## src/rtl/prog_clk_divider.sv

```systemverilog
// -----------------------------------------------------------------------------
// prog_clk_divider
//
// Programmable clock divider. A phase counter cycles 0..N-1 at the input clock
// rate; clk_out is high for the first H phases of each period and tick pulses
// on phase 0. A newly loaded divisor is held in a shadow register and only
// becomes active at the next period boundary, so the output never produces a
// truncated or stretched period.
//
// Optional feature macro: CLKDIV_DUTY_EN
//   When defined, a duty_val input is added. Its value is shadowed and applied
//   together with div_val, and the active duty sets H directly (0 -> always
//   low, >= N -> always high). Without it, H = floor(N/2).
//
// Parameters
//   CNT_W       width of the phase counter and the divisor/duty fields
//   DEFAULT_DIV divide ratio after reset (values below 2 are raised to 2)
//
// Ports
//   clk_50mhz  in   sole clock, rising edge
//   rst        in   synchronous active-high reset
//   enable     in   run/stop of output generation
//   div_val    in   requested divide ratio N (CNT_W bits)
//   div_load   in   one-cycle strobe capturing div_val (and duty_val)
//   duty_val   in   requested high time in input cycles (CLKDIV_DUTY_EN only)
//   clk_out    out  registered divided clock
//   tick       out  registered one-cycle pulse at the start of each period
//   div_busy   out  high while a loaded divisor waits for the period boundary
// -----------------------------------------------------------------------------
module prog_clk_divider #(
   parameter int CNT_W       = 20,
   parameter int DEFAULT_DIV = 500000
) (
   input  logic             clk_50mhz,
   input  logic             rst,
   input  logic             enable,
   input  logic [CNT_W-1:0] div_val,
   input  logic             div_load,
`ifdef CLKDIV_DUTY_EN
   input  logic [CNT_W-1:0] duty_val,
`endif
   output logic             clk_out,
   output logic             tick,
   output logic             div_busy
);

   localparam logic [CNT_W-1:0] MIN_DIV = CNT_W'(2);
   localparam logic [CNT_W-1:0] DEF_DIV =
      (DEFAULT_DIV < 2) ? MIN_DIV : CNT_W'(DEFAULT_DIV);
`ifdef CLKDIV_DUTY_EN
   localparam logic [CNT_W-1:0] DEF_DUTY = CNT_W'(DEFAULT_DIV / 2);
`endif

   // ST_STOP: not generating (after reset or while enable is low).
   // ST_RUN : counting; the first enabled cycle after ST_STOP starts a period.
   typedef enum logic {
      ST_STOP = 1'b0,
      ST_RUN  = 1'b1
   } state_t;

   state_t           state_reg,    state_next;
   logic [CNT_W-1:0] phase_reg,    phase_next;
   logic [CNT_W-1:0] div_act_reg,  div_act_next;
   logic [CNT_W-1:0] div_shd_reg,  div_shd_next;
   logic             busy_reg,     busy_next;
   logic             clk_out_reg,  clk_out_next;
   logic             tick_reg,     tick_next;
`ifdef CLKDIV_DUTY_EN
   logic [CNT_W-1:0] duty_act_reg, duty_act_next;
   logic [CNT_W-1:0] duty_shd_reg, duty_shd_next;
`endif

   logic [CNT_W-1:0] div_clamped;
   logic [CNT_W-1:0] high_next;
   logic             period_start;

   assign div_clamped = (div_val < MIN_DIV) ? MIN_DIV : div_val;

   // A new period begins either on restart from ST_STOP or after the last
   // phase of the running period.
   assign period_start = (state_reg == ST_STOP) ||
                         (phase_reg == div_act_reg - CNT_W'(1));

   always_comb begin
      state_next    = state_reg;
      phase_next    = phase_reg;
      div_act_next  = div_act_reg;
      div_shd_next  = div_shd_reg;
      busy_next     = busy_reg;
      clk_out_next  = 1'b0;
      tick_next     = 1'b0;
      high_next     = '0;
`ifdef CLKDIV_DUTY_EN
      duty_act_next = duty_act_reg;
      duty_shd_next = duty_shd_reg;
`endif

      if (!enable) begin
         // Stopped: outputs idle, a pending load stays pending, and a fresh
         // load goes straight to the active registers.
         state_next = ST_STOP;
         phase_next = '0;
         if (div_load) begin
            div_act_next  = div_clamped;
            div_shd_next  = div_clamped;
            busy_next     = 1'b0;
`ifdef CLKDIV_DUTY_EN
            duty_act_next = duty_val;
            duty_shd_next = duty_val;
`endif
         end
      end else begin
         state_next = ST_RUN;
         if (period_start) begin
            phase_next = '0;
            busy_next  = 1'b0;
            // A strobe coinciding with the boundary is newer than anything
            // in the shadow, so it takes effect for the period now starting.
            if (div_load) begin
               div_act_next  = div_clamped;
               div_shd_next  = div_clamped;
`ifdef CLKDIV_DUTY_EN
               duty_act_next = duty_val;
               duty_shd_next = duty_val;
`endif
            end else begin
               div_act_next  = div_shd_reg;
`ifdef CLKDIV_DUTY_EN
               duty_act_next = duty_shd_reg;
`endif
            end
         end else begin
            phase_next = phase_reg + CNT_W'(1);
            // Later strobes in the same period simply overwrite the shadow.
            if (div_load) begin
               div_shd_next  = div_clamped;
               busy_next     = 1'b1;
`ifdef CLKDIV_DUTY_EN
               duty_shd_next = duty_val;
`endif
            end
         end

`ifdef CLKDIV_DUTY_EN
         high_next = duty_act_next;
`else
         high_next = div_act_next >> 1;
`endif
         // Outputs are computed from next-state values so the registered
         // outputs line up with the phase held in the same cycle.
         clk_out_next = (phase_next < high_next);
         tick_next    = (phase_next == '0);
      end
   end

   always_ff @(posedge clk_50mhz) begin
      if (rst) begin
         state_reg    <= ST_STOP;
         phase_reg    <= '0;
         div_act_reg  <= DEF_DIV;
         div_shd_reg  <= DEF_DIV;
         busy_reg     <= 1'b0;
         clk_out_reg  <= 1'b0;
         tick_reg     <= 1'b0;
`ifdef CLKDIV_DUTY_EN
         duty_act_reg <= DEF_DUTY;
         duty_shd_reg <= DEF_DUTY;
`endif
      end else begin
         state_reg    <= state_next;
         phase_reg    <= phase_next;
         div_act_reg  <= div_act_next;
         div_shd_reg  <= div_shd_next;
         busy_reg     <= busy_next;
         clk_out_reg  <= clk_out_next;
         tick_reg     <= tick_next;
`ifdef CLKDIV_DUTY_EN
         duty_act_reg <= duty_act_next;
         duty_shd_reg <= duty_shd_next;
`endif
      end
   end

   assign clk_out  = clk_out_reg;
   assign tick     = tick_reg;
   assign div_busy = busy_reg;

endmodule

```

## config.mk

```make
export PLATFORM = sky130hd
export DESIGN_NAME = prog_clk_divider
export DESIGN_NICKNAME = d
export VERILOG_FILES = /design/src/rtl/prog_clk_divider.sv
export SDC_FILE = /design/constraint.sdc
export NUM_CORES = 1
export LEC_CHECK = 0
export ABC_AREA = 1
export CORE_ASPECT_RATIO = 1.1
export CORE_MARGIN = 1.5
export CORE_UTILIZATION = 30
export DETAILED_ROUTE_END_ITERATION = 12
export PLACE_DENSITY = 0.57
export SETUP_SLACK_MARGIN = 0.3
export SLEW_MARGIN = 20
export SYNTH_ARGS = -nofsm -noshare
export SYNTH_HDL_FRONTEND = slang
export SYNTH_SLANG_ARGS = --single-unit
```

## constraint.sdc

```tcl
create_clock -name clk_50mhz -period 9.1 [get_ports clk_50mhz]
set_clock_uncertainty 0.15 [all_clocks]
set_input_delay 2.73 -clock clk_50mhz [delete_from_list [all_inputs] [get_ports clk_50mhz]]
set_output_delay 2.73 -clock clk_50mhz [all_outputs]
set_load 0.01 [all_outputs]
```

## Word level (Yosys, flattened, before mapping)

Cells that the tools add are included.

- Bitwise gates (word level): 2
- Muxes and demuxes: 13
- Equality and inequality tests: 2
- Add/sub/neg operators: 2
- Reduce and logical (&&, ||, !) cells: 7
- Order comparisons: 2

Operators with widths:

| kind | number |
|---|---|
| 20-bit 2-to-1 mux | 8 |
| 20-bit by 1-bit adder with 20-bit output, second input constant | 1 |
| 20-bit == test | 1 |
| 20-bit logical NOT | 1 |
| 20-bit by 19-bit < comparator with 1-bit output | 1 |
| 20-bit by 2-bit < comparator with 1-bit output, second input constant | 1 |
| 20-bit by 1-bit subtractor with 20-bit output, second input constant | 1 |
| 1-bit 2-to-1 mux | 5 |
| 2-bit AND reduction | 2 |
| 2-bit nonzero test | 2 |
| 2-bit by 1-bit inequality test with 1-bit output, second input constant | 1 |
| 1-bit inverter | 2 |
| 2-bit OR reduction | 1 |
| 1-bit logical OR | 1 |

- Bits in registers: 64
- Output and inout bits: 3
- Logic and storage cells: 36
- Bits of input ports: 24

## Depth between registers and ports, before layout

Gate-level depths: netlist of the first run.

- Depth in word-level cells: 6
- Gate-level depth with buffers: 25
- Mapped depth without buffers: 24

## Least setup slack after synthesis of the first run

OpenSTA, ideal clock, no wires.

- Kind: input -> register
- Start point: input div_load
- End point: register clk_out_reg (netlist: clk_out)
- Stages on the path: 15
- Buffers on the path: 2
- Setup time: 0.070 ns
- Arrival time: 4.661 ns
- Data required time: 8.880 ns
- Setup slack: 4.219 ns
- Path through: clkbuf_1 -> clkbuf_1 -> nand2_1 -> inv_1 -> a21oi_1 -> nand2_1 -> o21ai_0 -> ha_1 -> a21oi_1 -> nor2_1 -> a211oi_1 -> o221ai_1 -> nand2_1 -> nand2_1 -> a21oi_1

- Longest elaborated chain between the ends: 4

RTL lines:

| what | RTL line | text |
|---|---|---|
| start: declaration | 38 | `input logic div_load,` |
| 20-bit 2-to-1 mux | -- |  |
| 20-bit 2-to-1 mux | 114 | `if (period_start) begin` |
| 20-bit 2-to-1 mux | 98 | `if (!enable) begin` |
| 20-bit by 19-bit < comparator with 1-bit output | 151 | `clk_out_next = (phase_next < high_next);` |
| end signal: assignment | 175 | `clk_out_reg <= clk_out_next;` |
| end: declaration | 66 | `logic clk_out_reg, clk_out_next;` |

Every way passes these cells. The select of a mux whose other input is x is not followed.
A chain may end at the register's enable or synchronous reset.

## Worst setup path after layout of the first run

Ends and elaborated chain as after synthesis.

==> flow_summary.json, run 1 <==
{
  "ys_seq_elements": 64,
  "mostFrequentLayoutCells": "148 x nand2_1, 82 x nor2_1, 79 x inv_1, 64 x dfxtp_1, 41 x a21oi_1",
  "avgSynthCellArea_um2": 6.62,
  "drc": 0,
  "synth_fp_nets": 688,
  "core_um2": 13900,
  "outcome": "finished, final reports clean",
  "nNetsFinal": 708,
  "filler_cell_count": 1527,
  "max_slew_margin_pct": 44.1,
  "grtUsageTotal_pct": 16.3,
  "post_drt_wl_per_cell_um": 13.3,
  "mostFrequentLayoutCell": "nand2_1",
  "ys_seq_area_share_pct": 30.0,
  "cp-end-kind": "flip-flop",
  "critPathMaxFanout": 29,
  "critical_path_class": "input pin to flip-flop",
  "synth_area_leaders": "dfxtp_1 30%, nand2_1 13%, nor2_1 7.2%",
  "ys_types": 40,
  "syn_area_um2": 4270,
  "ys_warn_count": 0,
  "worstPathCellList": "clkdlybuf4s50_1 -> buf_4 -> inv_1 -> a21oi_1 -> nand2_1 -> o21ai_0 -> ha_1 -> a21oi_1 -> nor2_1 -> a211oi_1 -> nor2_1 -> nor2_1 -> nand2_1 -> a21oi_1",
  "hp-class": "flip-flop to flip-flop",
  "grt_max_degree": 50,
  "timing.final.crit_share_pct": 58.6,
  "final.setup.tns_ns": 0,
  "grt_pass1_wl_um": 18700,
  "h-tree-depth": 3,
  "antenna_cells": 0,
  "rsz0062_at_grt": "no",
  "dpl_cell_area_um2": 4680,
  "peakVddDrop_mv": 0.0807,
  "cp_data_required_time_ns": 9.22,
  "timing.final.ws_setup_ns": 3.77,
  "overflow": 0,
  "io_pins": 27,
  "via_per_inst": 4.64,
  "dp_hpwl_um": 8970,
  "drt_iter0_markers": 180,
  "die_area_um2": 14900,
  "cts_tree": "built",
  "gp_congestion": 0.861,
  "clk_pin_slew_ns": 0.06,
  "cts.sinks": 64,
  "critical_path.slowest_cell": "clkdlybuf4s50_1",
  "worstSetupStartpointType": "input pin",
  "cpPeakStageDelay_ns": 0.45,
  "num_rows": 45,
  "hold_ws_ns": 0.306,
  "setup_viol": 0,
  "synth_top_area_cell": "dfxtp_1",
  "clockBufferDepth": 2,
  "chipHeight_um": 128,
  "syn_inst": 644,
  "initial_core_util_pct": 30.8,
  "cts_setup_buffers": 0,
  "power_density_nw_per_um2": 158,
  "portBuffers": 26,
  "worstSkewPairLatency_ns": 0.34,
  "maxCapViolations": 0,
  "cts_resized": 0,
  "syn_to_final_growth_pct": 17.0,
  "ctsHoldBuffers": 0,
  "cts_buffers": 9,
  "die_x_um": 117,
  "synth_top_area_share_pct": 30.0,
  "hold_viol": 0,
  "drt-total-wl_um": 11400,
  "detail-route-antenna-nets": 0,
  "post-route-util_pct": 36.0,
  "hold_depth": 2,
  "drive_gt1_share_pct": 8.22,
  "slew_violations": 0,
  "final_area_um2": 4990,
  "p_leak_nw": 2.31,
  "fmax_mhz": 187,
  "first_pass_iters": 4,
  "tightest_slew_ns": 0.836,
  "place_ws_ns": 3.44,
  "period_minus_slack_ns": 5.33,
  "critPathArrivalTime_ns": 5.45,
  "clockRootBuffer": "clkbuf_16",
  "crit_buf_inv": 3,
  "worstRegToRegCells": 21,
  "routed-via-count": 3975,
  "antenna_found_initial": 0,
  "critPathTopFamily": "buffers and inverters",
  "path_depth": 14,
  "grt_pass1_vias": 3627
}
[cell families (layout without fill, tap and decap cells)]
group	Yosys count	after routing	synth area share, %
XOR/XNOR	25	25	5.13
AND/OR/NAND/NOR	330	330	35.5
AO/OA/AOI/OAI	97	97	12.5
flip-flops	64	64	30.0
multiplexers	6	6	1.41
adder cells (fa/ha/maj)	20	20	5.87
buffers and inverters	102	127	9.53
[through the flow]
stage          cells  total power [mW]
2_1_floorplan    644             0.398
3_3_place_gp     841             0.435
3_5_place_dp     841             0.435
4_1_cts          857             0.793
5_1_grt          857             0.825
6_report         857             0.787
[final timing paths]
check | from | endpoint | slack (ns)
max | div_load | clk_out$_SDFF_PP0_ | 3.77
min | div_shd_reg[16]$_SDFF_PP1_ | div_shd_reg[16]$_SDFF_PP1_ | 0.31
max reg2reg | div_act_reg[0]$_SDFFE_PP0P_ | clk_out$_SDFF_PP0_ | 5.14
min reg2reg | div_shd_reg[16]$_SDFF_PP1_ | div_shd_reg[16]$_SDFF_PP1_ | 0.31
[cell usage after synthesis (all sizes together)]
| master | number |
|---|---|
| xor2 | 20 |
| clkbuf | 12 |
| nand2 | 158 |
| dfxtp | 64 |
| a21oi | 41 |
| nand3 | 41 |
| nand4 | 9 |
| nand3b | 4 |
| nor3 | 12 |
| a21boi | 2 |
| o211ai | 7 |
| xnor2 | 5 |
| o22ai | 11 |
| ha | 20 |
| inv | 83 |
| nor2 | 94 |
| or2 | 4 |
| and2 | 1 |
| a211oi | 3 |
| nor3b | 1 |
| o21ai | 32 |
| nor4 | 6 |
| buf | 7 |
| o221ai | 1 |
| mux2i | 6 |
[where the power goes]
| part | leakage [nW] | switching (mW) | internal (mW) |
|---|---|---|---|
| registers | 0.525 | 0.0144 | 0.294 |
| clock network | 0.149 | 0.137 | 0.220 |
| logic | 1.63 | 0.0751 | 0.0465 |
[per-layer routing]
metal	track usage [%]	share of wire (%)	wire (um)
met1	23.1	51	5850
met4	5.32	1.4	155
met5	0	0	0
met3	1.75	2.3	266
met2	25.6	45	5140
[worst min-delay path: stages (launching register included)]
cell and delay [ns]:
dfxtp_1 0.30, mux2i_1 0.07, nand2_1 0.06
[final cells by class]
type	count	area, um^2	share of cell area, %
multi-input combinational	478	2580	51.6
inverter	83	314	6.29
sequential	64	1280	25.7
clock inverter	6	68.8	1.38
tap	188	235	4.71
timing repair buffer	28	275	5.52
clock buffer	10	239	4.79
Power figures use the tool's default switching activity.
==> run 2: changes to the inputs <==
--- a/config.mk
+++ b/config.mk
@@ -10,7 +10,7 @@
 export CORE_MARGIN = 1.5
 export CORE_UTILIZATION = 30
 export DETAILED_ROUTE_END_ITERATION = 12
-export PLACE_DENSITY = 0.57
+export PLACE_DENSITY = 0.59
 export SETUP_SLACK_MARGIN = 0.3
 export SLEW_MARGIN = 20
 export SYNTH_ARGS = -nofsm -noshare
==> constraint.sdc (replaced) <==
create_clock -name clk_50mhz -period 4.75 [get_ports clk_50mhz]
set_clock_uncertainty 0.15 [all_clocks]
set_input_delay 1.425 -clock clk_50mhz [delete_from_list [all_inputs] [get_ports clk_50mhz]]
set_output_delay 1.425 -clock clk_50mhz [all_outputs]
set_load 0.01 [all_outputs]
==> flow_summary.json, run 2 (synthesis gave the netlist of run 1 again) <==
{
  "outcome": "finished, final reports clean",
  "io_pins": 27,
  "num_rows": 45,
  "met2_usage_pct": 26.5,
  "syn_to_final_growth_pct": 17.7,
  "power_mw": 1.51,
  "pwr-share-comb_pct": 15.6,
  "clk_pin_slew_ns": 0.06,
  "drt-total-wl_um": 11400,
  "grt_max_degree": 36,
  "overflow": 0,
  "critical_path.slowest_cell": "dfxtp_1",
  "rsz0062_at_grt": "no",
  "portBuffers": 26,
  "power_density_nw_per_um2": 301,
  "grt_pass1_wl_um": 18700,
  "critPathMaxFanout": 35,
  "cp-end-kind": "flip-flop",
  "clockBufferDepth": 2,
  "hold_ws_ns": 0.309,
  "grt_use_met1_pct": 21.7,
  "dp_hpwl_um": 8770,
  "die_x_um": 117,
  "post-route-util_pct": 36.2,
  "core_um2": 13900,
  "die_area_um2": 14900,
  "r2r_setup_slack_ns": 1.02,
  "timing.final.crit_share_pct": 78.6,
  "cts.sinks": 64,
  "fmax_mhz": 268,
  "peakVddDrop_mv": 0.160,
  "reg2reg_from": "div_act_reg[0]$_SDFFE_PP0P_",
  "worstPathCellList": "inv_1 -> ha_1 -> or2_1 -> nand2_1 -> nand2_1 -> nand2_1 -> nand3_1 -> nor2_1 -> nand2_1 -> nor2_1 -> nand3_2 -> nand2_4 -> buf_4 -> nand2_1 -> o21ai_0 -> ha_1 -> a21oi_1 -> nor2_1 -> a211oi_1 -> nor2_1 -> nor2_1 -> nand2_1 -> a21oi_1",
  "ctsHoldBuffers": 0,
  "antenna_cells": 0,
  "grtUsageMet3_pct": 1.89,
  "r2r_end": "clk_out$_SDFF_PP0_",
  "pwr-share-clk_pct": 45.4,
  "crit_top_cell": "nand2_1",
  "dpl_cell_area_um2": 4710,
  "tightest_slew_ns": 0.619,
  "critPathArrivalTime_ns": 3.86,
  "mostFrequentLayoutCells": "148 x nand2_1, 82 x nor2_1, 79 x inv_1, 64 x dfxtp_1, 41 x a21oi_1",
  "crit_buf_inv": 2,
  "antenna_found_initial": 0,
  "cts_setup_buffers": 0,
  "min-delay-start": "div_shd_reg[18]$_SDFF_PP1_",
  "gr-max-usage-layer": "met2",
  "nNetsFinal": 712,
  "p_leak_nw": 2.33,
  "max_slew_margin_pct": 58.6,
  "post_drt_wl_per_cell_um": 13.2,
  "critical_path_class": "flip-flop to flip-flop",
  "setup_viol": 0,
  "maxCapViolations": 0,
  "gp_congestion": 0.847,
  "cts_resized": 0,
  "worstSkewPairLatency_ns": 0.34,
  "slew_violations": 0,
  "p_int_mw": 1.10,
  "filler_cell_count": 1549,
  "initial_core_util_pct": 30.8,
  "period_minus_slack_ns": 3.73,
  "worstSetupStartpointType": "flip-flop",
  "drt_iter0_markers": 158,
  "h-tree-depth": 3,
  "cp_data_required_time_ns": 4.87,
  "grt_pass1_vias": 3835,
  "cts_tree": "built",
  "drive_gt1_share_pct": 8.63,
  "final_area_um2": 5020,
  "chipHeight_um": 128,
  "seqPwrFrac_pct": 39.0,
  "drc": 0,
  "cpPeakStageDelay_ns": 0.37,
  "first_pass_iters": 4,
  "min_to": "div_shd_reg[18]$_SDFF_PP1_",
  "via_per_inst": 4.66,
  "cts_buffers": 9,
  "critPathTopFamily": "simple AND/OR/NAND/NOR gates",
  "grtUsageTotal_pct": 16.3,
  "clockRootBuffer": "clkbuf_16",
  "hp-class": "flip-flop to flip-flop",
  "p_sw_share_pct": 27.3,
  "detail-route-antenna-nets": 0,
  "hold_viol": 0,
  "power_switching_mw": 0.413,
  "final.setup.tns_ns": 0,
  "mostFrequentLayoutCell": "nand2_1",
  "routed-via-count": 4006,
  "worstRegToRegCells": 23,
  "hold_depth": 2
}
==> run 2: cell count changes in the layout (fill, tap and decap cells not counted), sizes merged <==
cell / change
buf: +4
clkbuf: +2
clkinv: -2
clkinvlp: -1
==> run 2: worst max-delay path by stage <==
stage	cells past startpoint	slack (ns)	startpoint	to
6_report	23	1.02	div_act_reg[0]$_SDFFE_PP0P_	clk_out$_SDFF_PP0_
5_1_grt	23	0.62	div_act_reg[0]$_SDFFE_PP0P_	clk_out$_SDFF_PP0_
4_1_cts	21	1.0	div_act_reg[0]$_SDFFE_PP0P_	clk_out$_SDFF_PP0_
3_5_place_dp	15	0.81	div_load	clk_out$_SDFF_PP0_
3_3_place_gp	15	0.81	div_load	clk_out$_SDFF_PP0_
2_1_floorplan	15	1.17	div_load	clk_out$_SDFF_PP0_
==> run 2: final cells by class <==
class | instances | area, um^2 | share of cell area [%]
clock buffer | 12 | 267 | 5.31
clock inverter | 3 | 40.0 | 0.798
inverter | 83 | 314 | 6.26
multi-input combinational | 478 | 2580 | 51.3
sequential | 64 | 1280 | 25.5
tap | 188 | 235 | 4.69
timing repair buffer | 32 | 305 | 6.08
==> run 2: layer usage <==
| layer | routed length (um) | vias up |
|---|---|---|
| met5 | 0 | - |
| met4 | 264 | 0 |
| met3 | 311 | 18 |
| met2 | 5230 | 62 |
| met1 | 5560 | 1788 |
| li1 | - | 2138 |
==> run 2: power by group through the flow <==
stage	clock [mW]	combinational, mW	sequential, mW
5_1_grt	0.723	0.268	0.592
4_1_cts	0.699	0.237	0.588
6_report	0.686	0.236	0.589
2_1_floorplan	0	0.170	0.592
3_3_place_gp	0	0.235	0.600
3_5_place_dp	0	0.235	0.600
==> run 2: tightest hold or removal path: stages (launching register included) <==
cell,delay (ns)
dfxtp_1,0.30
mux2i_1,0.07
nand2_1,0.05
==> run 2: metrics by stage <==
stage	cells	setup slack (ns)
final	860	1.02
after global routing	860	0.620
after CTS	860	1.00
after detailed placement	845	0.813
after global placement	845	0.810
after floorplan	644	1.17
==> run 3: changes to the inputs <==
--- a/config.mk
+++ b/config.mk
@@ -10,7 +10,7 @@
 export CORE_MARGIN = 1.5
 export CORE_UTILIZATION = 30
 export DETAILED_ROUTE_END_ITERATION = 12
-export PLACE_DENSITY = 0.59
+export PLACE_DENSITY = 0.57
 export SETUP_SLACK_MARGIN = 0.3
 export SLEW_MARGIN = 20
 export SYNTH_ARGS = -nofsm -noshare
==> constraint.sdc (replaced) <==
create_clock -name clk_50mhz -period 3.6 [get_ports clk_50mhz]
set_clock_uncertainty 0.15 [all_clocks]
set_input_delay 1.08 -clock clk_50mhz [delete_from_list [all_inputs] [get_ports clk_50mhz]]
set_output_delay 1.08 -clock clk_50mhz [all_outputs]
set_load 0.01 [all_outputs]
==> flow_summary.json, run 3 (synthesis gave the netlist of run 1 again) <==
{
  "critPathMaxFanout": 7,
  "num_rows": 45,
  "max_slew_margin_pct": 72.1,
  "overflow": 0,
  "dp_hpwl_um": 9250,
  "setup_viol": 0,
  "final_area_um2": 5710,
  "crit_top_cell": "nand2_1",
  "dpl_cell_area_um2": 4930,
  "min-delay-start": "div_shd_reg[8]$_SDFF_PP1_",
  "power_density_nw_per_um2": 369,
  "initial_core_util_pct": 30.8,
  "hold_viol": 0,
  "peakVddDrop_mv": 0.221,
  "fin_cells": 906,
  "tightest_slew_ns": 0.418,
  "multiInputGateArea_um2": 2820,
  "min_to": "div_shd_reg[8]$_SDFF_PP1_",
  "cts_tree": "built",
  "crit_buf_inv": 3,
  "rsz0062_at_grt": "yes",
  "clockBufferDepth": 2,
  "clk_pin_slew_ns": 0.06,
  "regArea_um2": 1290,
  "nNetsFinal": 757,
  "drt-total-wl_um": 12600,
  "slew_violations": 0,
  "worstPathCellList": "inv_4 -> ha_4 -> or2_1 -> nand2_1 -> nand2_1 -> nand2_1 -> nand3_1 -> nor2_1 -> nand2_1 -> nor2_2 -> nand3_4 -> nand2_8 -> buf_12 -> buf_12 -> o21ai_0 -> ha_1 -> nand4_1 -> nor3b_2 -> nand2_1 -> nor3_2 -> a21oi_2",
  "worstSetupStartpointType": "flip-flop",
  "cp_data_required_time_ns": 3.68,
  "antenna_cells": 0,
  "die_area_um2": 14900,
  "power_mw": 2.11,
  "routed-via-count": 4262,
  "via_per_inst": 4.70,
  "drt_iter0_markers": 184,
  "hold_depth": 2,
  "maxCapViolations": 0,
  "worstSkewPairLatency_ns": 0.34,
  "first_pass_iters": 5,
  "period_minus_slack_ns": 3.32,
  "critPathArrivalTime_ns": 3.39,
  "critPathTopFamily": "simple AND/OR/NAND/NOR gates",
  "portBuffers": 26,
  "grt_pass1_wl_um": 19500,
  "critical_path.slowest_cell": "dfxtp_4",
  "critical_path_class": "flip-flop to flip-flop",
  "timing.final.crit_share_pct": 92.1,
  "cts.sinks": 64,
  "grt_max_degree": 29,
  "cts_buffers": 9,
  "clockRootBuffer": "clkbuf_16",
  "h-tree-depth": 3,
  "place_inst": 871,
  "antenna_found_initial": 0,
  "filler_cell_count": 1473,
  "worstRegToRegCells": 21,
  "mostFrequentLayoutCell": "nand2_1",
  "mostFrequentLayoutCells": "143 x nand2_1, 74 x inv_1, 73 x nor2_1, 56 x dfxtp_1, 41 x buf_4",
  "chipHeight_um": 128,
  "cpPeakStageDelay_ns": 0.38,
  "io_pins": 27,
  "grt_pass1_vias": 3944,
  "die_x_um": 117,
  "grtUsageTotal_pct": 16.9,
  "post_drt_wl_per_cell_um": 13.9,
  "p_leak_nw": 2.60,
  "drc": 0,
  "drive_gt1_share_pct": 21.4,
  "detail-route-antenna-nets": 0,
  "gp_congestion": 0.848,
  "reg2reg_from": "div_act_reg[1]$_SDFFE_PP0P_",
  "outcome": "finished, final reports clean",
  "cp-end-kind": "flip-flop",
  "core_um2": 13900,
  "hp-class": "flip-flop to flip-flop",
  "r2r_setup_slack_ns": 0.28,
  "final.setup.tns_ns": 0,
  "syn_to_final_growth_pct": 33.9,
  "fmax_mhz": 302,
  "r2r_end": "clk_out$_SDFF_PP0_"
}
## run 3: tightest hold or removal path, stage by stage, from the launching register on
cell	delay, ns
dfxtp_1	0.30
a21oi_1	0.07
nand2_1	0.05
## run 3: power breakdown
part | total [mW] | switching (mW) | internal (mW)
sequential | 0.785 | 0.0416 | 0.743
clock | 0.911 | 0.354 | 0.557
combinational | 0.411 | 0.229 | 0.183
total | 2.11 | 0.624 | 1.48
## run 3: repair_timing
item	in CTS	in global routing
endpoints found under the setup margin	1	1
resized for setup	8	76
endpoints found under the hold margin	0	0
buffers inserted	1	15
cloned	1	2
hold buffers	0	0
pin swaps	4	31
## run 3: area by class of cell
type / instances / area share (%)
Multi-Input combinational cell: 479 / 49.5
Inverter: 83 / 5.59
Sequential cell: 64 / 22.7
Tap cell: 188 / 4.12
Clock inverter: 6 / 1.18
Timing Repair Buffer: 76 / 12.8
Clock buffer: 10 / 4.18
## run 3: through the flow
| stage | hold slack, ns | setup slack, ns | utilization, % |
|---|---|---|---|
| floorplan | 0.271 | 0.369 | - |
| global placement | 0.285 | 0.115 | 35.6 |
| detailed placement | 0.294 | 0.0517 | 35.6 |
| CTS | 0.307 | 0.304 | 38.2 |
| global route | 0.347 | 0.0629 | 41.2 |
| finish | 0.305 | 0.284 | 41.2 |
## run 3: worst max path at each step
stage / start / endpoint / slack, ns / cells past startpoint
finish: div_act_reg[1]$_SDFFE_PP0P_ / clk_out$_SDFF_PP0_ / 0.28 / 21
global route: div_act_reg[1]$_SDFFE_PP0P_ / clk_out$_SDFF_PP0_ / 0.06 / 21
CTS: div_act_reg[1]$_SDFFE_PP0P_ / clk_out$_SDFF_PP0_ / 0.30 / 23
detailed placement: div_load / clk_out$_SDFF_PP0_ / 0.05 / 14
global placement: div_load / clk_out$_SDFF_PP0_ / 0.11 / 14
floorplan: div_load / clk_out$_SDFF_PP0_ / 0.37 / 15
## run 3: layer usage
layer / part of all wire [%] / global-route usage (%)
met5: 0 / 0
met4: 2.7 / 7.23
met1: 47 / 22.7
met2: 47 / 26.8
met3: 3.3 / 2.60
